==> src/rtl/pipe_hazard_ctrl.sv <==
`default_nettype none
// +-----------------------------------------------------------------------------+
// | pipe_hazard_ctrl : forwarding, load-use/branch hazards, multi-cycle Execute  |
// | sequencing. Optional perf counters enabled by macro HAZARD_PERF_EN.          |
// | Revision 1.0                                                                 |
// +-----------------------------------------------------------------------------+
module pipe_hazard_ctrl #(
   parameter int MC_LATENCY = 4
) (
   input  logic       clk,
   input  logic       reset,
   input  logic [4:0] Rs1D,
   input  logic [4:0] Rs2D,
   input  logic [4:0] Rs1E,
   input  logic [4:0] Rs2E,
   input  logic [4:0] RdE,
   input  logic [4:0] RdM,
   input  logic [4:0] RdW,
   input  logic       RegWriteM,
   input  logic       RegWriteW,
   input  logic       LoadE,
   input  logic       PCSrcE,
   input  logic       MultiE,
   output logic [1:0] ForwardAE,
   output logic [1:0] ForwardBE,
   output logic       StallF,
   output logic       StallD,
   output logic       StallE,
   output logic       FlushD,
   output logic       FlushE,
   output logic       FlushM,
   output logic       BusyE
`ifdef HAZARD_PERF_EN
   ,
   output logic [31:0] StallCycles,
   output logic [31:0] FlushCount
`endif
);

   localparam int CNT_W = $clog2(MC_LATENCY);

   localparam logic [1:0] IDLE = 2'd0;
   localparam logic [1:0] BUSY = 2'd1;
   localparam logic [1:0] DONE = 2'd2;

   // A two-cycle op has no BUSY phase: one stall cycle, then release.
   localparam logic [1:0]       C_FIRST_STATE = (MC_LATENCY > 2) ? BUSY : DONE;
   localparam logic [CNT_W-1:0] C_CNT_INIT    = CNT_W'(MC_LATENCY - 2);
   localparam logic [CNT_W-1:0] C_CNT_ONE     = CNT_W'(1);

   if (MC_LATENCY < 2 || MC_LATENCY > 16) begin : g_bad_latency
      $error("MC_LATENCY must be in 2..16");
   end

   logic [1:0]       state_q, state_d;
   logic [CNT_W-1:0] cnt_q, cnt_d;
   logic             lwStall;
   logic             mcStall;

   always_comb begin
      ForwardAE = 2'b00;
      if (RegWriteM && (RdM == Rs1E) && (RdM != 5'd0))
         ForwardAE = 2'b10;
      else if (RegWriteW && (RdW == Rs1E) && (RdW != 5'd0))
         ForwardAE = 2'b01;
   end

   always_comb begin
      ForwardBE = 2'b00;
      if (RegWriteM && (RdM == Rs2E) && (RdM != 5'd0))
         ForwardBE = 2'b10;
      else if (RegWriteW && (RdW == Rs2E) && (RdW != 5'd0))
         ForwardBE = 2'b01;
   end

   assign lwStall = LoadE && (RdE != 5'd0) && ((Rs1D == RdE) || (Rs2D == RdE));
   assign mcStall = ((state_q == IDLE) && MultiE) || (state_q == BUSY);

   always_comb begin
      state_d = state_q;
      cnt_d   = cnt_q;
      case (state_q)
         IDLE: begin
            if (MultiE) begin
               state_d = C_FIRST_STATE;
               cnt_d   = C_CNT_INIT;
            end
         end
         BUSY: begin
            cnt_d = cnt_q - C_CNT_ONE;
            if (cnt_q == C_CNT_ONE)
               state_d = DONE;
         end
         DONE:    state_d = IDLE;
         default: state_d = IDLE;
      endcase
   end

   always_ff @(posedge clk or posedge reset) begin
      if (reset) begin
         state_q <= IDLE;
         cnt_q   <= '0;
      end else begin
         state_q <= state_d;
         cnt_q   <= cnt_d;
      end
   end

   assign StallF = lwStall || mcStall;
   assign StallD = lwStall || mcStall;
   assign StallE = mcStall;
   assign FlushM = mcStall;
   assign FlushD = PCSrcE && !mcStall;
   assign FlushE = (lwStall || PCSrcE) && !mcStall;
   assign BusyE  = (state_q == BUSY) || (state_q == DONE);

`ifdef HAZARD_PERF_EN
   logic [31:0] stall_cnt_q;
   logic [31:0] flush_cnt_q;

   always_ff @(posedge clk or posedge reset) begin
      if (reset) begin
         stall_cnt_q <= '0;
         flush_cnt_q <= '0;
      end else begin
         if (StallF) stall_cnt_q <= stall_cnt_q + 32'd1;
         if (FlushE) flush_cnt_q <= flush_cnt_q + 32'd1;
      end
   end

   assign StallCycles = stall_cnt_q;
   assign FlushCount  = flush_cnt_q;
`endif

endmodule
`default_nettype wire
==> config.mk <==
export PLATFORM = sky130hd
export DESIGN_NAME = pipe_hazard_ctrl
export DESIGN_NICKNAME = d
export VERILOG_FILES = /design/src/rtl/pipe_hazard_ctrl.sv
export SDC_FILE = /design/constraint.sdc
export NUM_CORES = 1
export LEC_CHECK = 0
export CAP_MARGIN = 20
export CORE_MARGIN = 4
export CORE_UTILIZATION = 30
export CTS_CLUSTER_DIAMETER = 50
export CTS_CLUSTER_SIZE = 28
export DETAILED_ROUTE_END_ITERATION = 8
export GPL_ROUTABILITY_DRIVEN = 0
export PLACE_DENSITY_LB_ADDON = 0.15
export SETUP_SLACK_MARGIN = 0.15
export SYNTH_ARGS = -nofsm -noshare
export SYNTH_HDL_FRONTEND = slang
export SYNTH_SLANG_ARGS = --single-unit
==> constraint.sdc <==
create_clock -name clk -period 3.3 [get_ports clk]
set_input_delay 0.33 -clock clk [delete_from_list [all_inputs] [get_ports clk]]
set_output_delay 0.33 -clock clk [all_outputs]
set_load 0.1 [all_outputs]
# Word level (Yosys, flattened, before mapping)

Cells that the tools add are included.

Bits in registers: 4
Input bits: 42
Output and inout port bits: 11
Word-level logic and storage cells: 49

$add $sub $neg: 1
Equality and inequality tests: 11
Multiplexer cells: 9
Reduce and logical (&&, ||, !) cells: 26

Operators by type and width:

| cell                  | number |
|---|---|
| $eq A5 B5 Y1          | 6 |
| $reduce_bool A5 Y1    | 3 |
| $logic_and A1 B1 Y1   | 13 |
| $mux W2               | 5 |
| $pmux W2 S2           | 2 |
| $logic_or A1 B1 Y1    | 5 |
| $eq A2 B1 Y1 const B  | 2 |
| $reduce_and A2 Y1     | 2 |
| $eq A2 B2 Y1 const B  | 1 |
| $logic_not A2 Y1      | 1 |
| $mux W1               | 2 |
| $ne A2 B1 Y1 const B  | 1 |
| $ne A2 B2 Y1 const B  | 1 |
| $reduce_bool A2 Y1    | 1 |
| $sub A2 B1 Y2 const B | 1 |
| $logic_not A1 Y1      | 1 |

# Longest topological paths before layout

Depth after elaboration: 5
Gate-level depth with buffers: 6
Mapped depth without buffers: 6

# Worst setup path after synthesis

OpenSTA, ideal clock, no wires.

Path kind: input-to-output
From: input Rs1E[4]
To: output ForwardAE[0]
Arrival time: 4,765 ps
Required time: 2,970 ps
Setup slack: -1,795 ps
Stages on the path: 4
Path buffers: 0
Cells stage by stage: xnor2_1 nand3_1 nor4_1 nor4_2

Cells in the longest elaborated chain, start to end: 5
Elaborated cells on any way between the ends: 8
Classes of those cells: eq/ne: 2; mux: 2; reduce/logical: 4

RTL lines:

| what                              | line | source |
|---|---|---|
| from (decl)                       | 14   | `input logic [4:0] Rs1E,` |
| $eq A5 B5 Y1                      | 64   | `else if (RegWriteW && (RdW == Rs1E) && (RdW != 5'd0))` |
| $logic_and A1 B1 Y1 (2 in series) | 64   |  |
| $mux W1                           | 64   |  |
| $mux W2 (*)                       | 62   | `if (RegWriteM && (RdM == Rs1E) && (RdM != 5'd0))` |
| to (decl)                         | 24   | `output logic [1:0] ForwardAE,` |

Every way passes the cells marked *; elsewhere a longest branch is shown, timed or not.

# Worst setup path after layout

From: input RdM[2]
To: output ForwardAE[0]

Cells in the longest elaborated chain, start to end: 4
Elaborated cells on any way between the ends: 5
Classes of those cells: eq/ne: 1; mux: 1; reduce/logical: 3

RTL lines:

| what                    | line | source |
|---|---|---|
| from (decl)             | 17   | `input logic [4:0] RdM,` |
| $eq A5 B5 Y1            | 62   |  |
| $logic_and A1 B1 Y1     | 62   |  |
| $logic_and A1 B1 Y1 (*) | 62   |  |
| $mux W2 (*)             | 62   |  |

Marks and branches as above.

==> results.yml <==
status:
  status: "finished, final reports clean"
worst_setup_path:
  critPathTopFamily: "simple AND/OR/NAND/NOR gates"
  crit_type: "input port to output pin"
  crit_path_frequent_cell: "nor4_2"
  path_max_fanout: 3
  critPathSlowestCell: "or4_1"
  crit_path_start: "RdM[2]"
  crit_buf_inv: 2
  crit_path_max_incr_delay_ns: 0.55
  start_kind: "input port"
  crit_required_ns: 2.97
  cp.arrival_ns: 2.32
  worst_r2r_startpoint: "state_q[0]"
  critPathCaptureType: "output pin"
  crit_chain: "clkdlybuf4s50_1, or4_1, o21ai_2, nor4_2, nor4_2, buf_12"
cells_and_area:
  mostFrequentLayoutCells: "clkdlybuf4s50_1 (41), xor2_1 (24), buf_4 (9)"
  fin_nets: 184
  n_antenna_cell: 0
  layout_commonest_cell: "clkdlybuf4s50_1"
  syn2layout_area_growth_pct: 88.45
  final_cells: 163
  design_area_mm2: 0.001266
  fin_util: 0.6201
  drive_gt1_frac: 0.1544
pwr:
  peakVddDrop_v: 0.001340
  power_mw: 0.9306
  power_leakage_nw: 0.5169
  power.density_mw_per_mm2: 735.0
sta:
  setup_tns_ns: 0
  grt_setup_unrepaired: "no"
  max_freq_ghz: 0.3776
  hold_viol_final: 0
  skew_ns: 0.003264
  setup_ws_ns: 0.6516
  holdWs_ns: 0.2782
  post-route-period-util: 0.8025
  tightest_slew_ns: 0.3755
  period_needed_ns: 2.648
  slew-limit-headroom: 0.7476
  setup_violations: 0
  maxSlewViolCount: 0
place:
  port_buffers: 52
  place_area_mm2: 0.001244
  pre_cts_slack_ns: 0.6725
  dpl.cell_count: 160
  hpwl_um: 1788
floorplan:
  io_pins: 53
  die_y_um: 55.33
  die_w_um: 55.33
  die_area_mm2: 0.003061
  coreArea_mm2: 0.002042
  rows: 16
  floorplan.initialDensity: 0.3290
global_routing:
  grt_pass1_wl_um: 3436
  grt_max_degree: 6
  overflow: 0
  antenna_found_initial: 0
  grt.total_usage: 0.1381
  grt_pass1_vias: 803
synthesis:
  synth.top_cell.area_share: 0.3128
  syn_inst: 83
  synth_seq_cells: 4
  ys_types: 22
  yosysWarningCount: 0
  avgSynthCellArea_um2: 8.095
  synth_fp_nets: 129
  yosysSeqAreaShare: 0.1490
  netlist_area_um2: 671.9
  synth.area.top_cells: "xor2_1 (31%), dfrtp_1 (15%), xnor2_1 (7.8%)"
  synth_top_area_cell: "xor2_1"
clock_network:
  post-cts-setup-buffers: 0
  post_cts_resized: 0
  cts.sinks: 4
  clockBufferDepth: 2
  clk_latency_ns: 0.24
  ctsHoldBuffers: 0
  cts_made_buffers: 3
  cts_tree: "done"
  root_buffer: "clkbuf_4"
  cts_max_level: 1
  clk_pin_slew_ns: 0.04
route:
  drt_first_iter_violations: 8
  routed_wl_um: 2089
  routedWlPerCell_um: 12.82
  avgViaCountPerCell: 4.706
  postRouteAntennaNets: 0
  first_pass_iters: 2
  num_vias: 767
  route.detailed.drc: 0
worst_hold_path:
  hold_path.class: "input port to async pin"
flow_run:
  drv_cap: 0
kinds of logic (layout without fill, tap and decap cells):
family | count (synthesis) | count (layout) | share of synthesized area
buffers and inverters | 9 | 62 | 0.06145
and+or+nand+nor | 23 | 23 | 0.2049
xor gates and xnor gates | 30 | 30 | 0.3911
AOI/OAI and AO/OA | 12 | 12 | 0.1024
adders and majority gates | 4 | 4 | 0.07449
muxes | 1 | 1 | 0.01676
DFF | 4 | 4 | 0.1490
registers in the layout (all words and copies together), names as in the netlist:
name,cells
cnt_q,2
state_q,2
per-layer routing:
| layer | GRT usage | wire length, um |
|---|---|---|
| met1 | 0.1472 | 885 |
| met2 | 0.2534 | 1002 |
| met3 | 0.06061 | 201 |
| met4 | 0.02083 | 0 |
| met5 | 0 | 0 |
worst paths after layout:
path | slack (ns) | endpoint | depth (start not counted)
worst max-delay path | 0.65 | ForwardAE[0] | 6
worst min-delay path | 0.28 | cnt_q[1] | 2
worst max register to register | 1.89 | state_q[0] | 5
worst min register to register | 0.51 | cnt_q[0] | 1
max in group asynchronous | 2.86 | state_q[1] | 2
min in group clk | 0.51 | cnt_q[0] | 1
where the power goes:
group / switching, mW / leakage, nW / internal [mW]
combinational: 0.581 / 0.455 / 0.201
clock: 0.0214 / 0.0138 / 0.0408
sequential: 0.0131 / 0.0484 / 0.0735
layout make-up:
| cell class | instances | area, um2 |
|---|---|---|
| Fill cell | 179 | 775.7 |
| Multi-Input combinational cell | 70 | 565.5 |
| Timing Repair Buffer | 52 | 518.0 |
| Sequential cell | 4 | 100.1 |
| Tap cell | 27 | 33.78 |
| Inverter | 7 | 26.28 |
| Clock buffer | 3 | 22.52 |
cells in the mapped netlist:
cell type and instances:
nand3_1 2, nor3_1 2, inv_1 7, o21ai_0 3, mux2_2 1, nand2b_1 1, xor2_1 24, dfrtp_1 4
nor4_1 2, or4_1 5, buf_4 2, nor2b_1 1, o21ai_1 2, a22oi_1 1, nor4_2 2, a21oi_1 4
o21ai_2 1, nand2_1 3, ha_1 4, o31ai_1 1, nor2_1 5, xnor2_1 6
No activity file was read; power rests on OpenSTA's default activity.
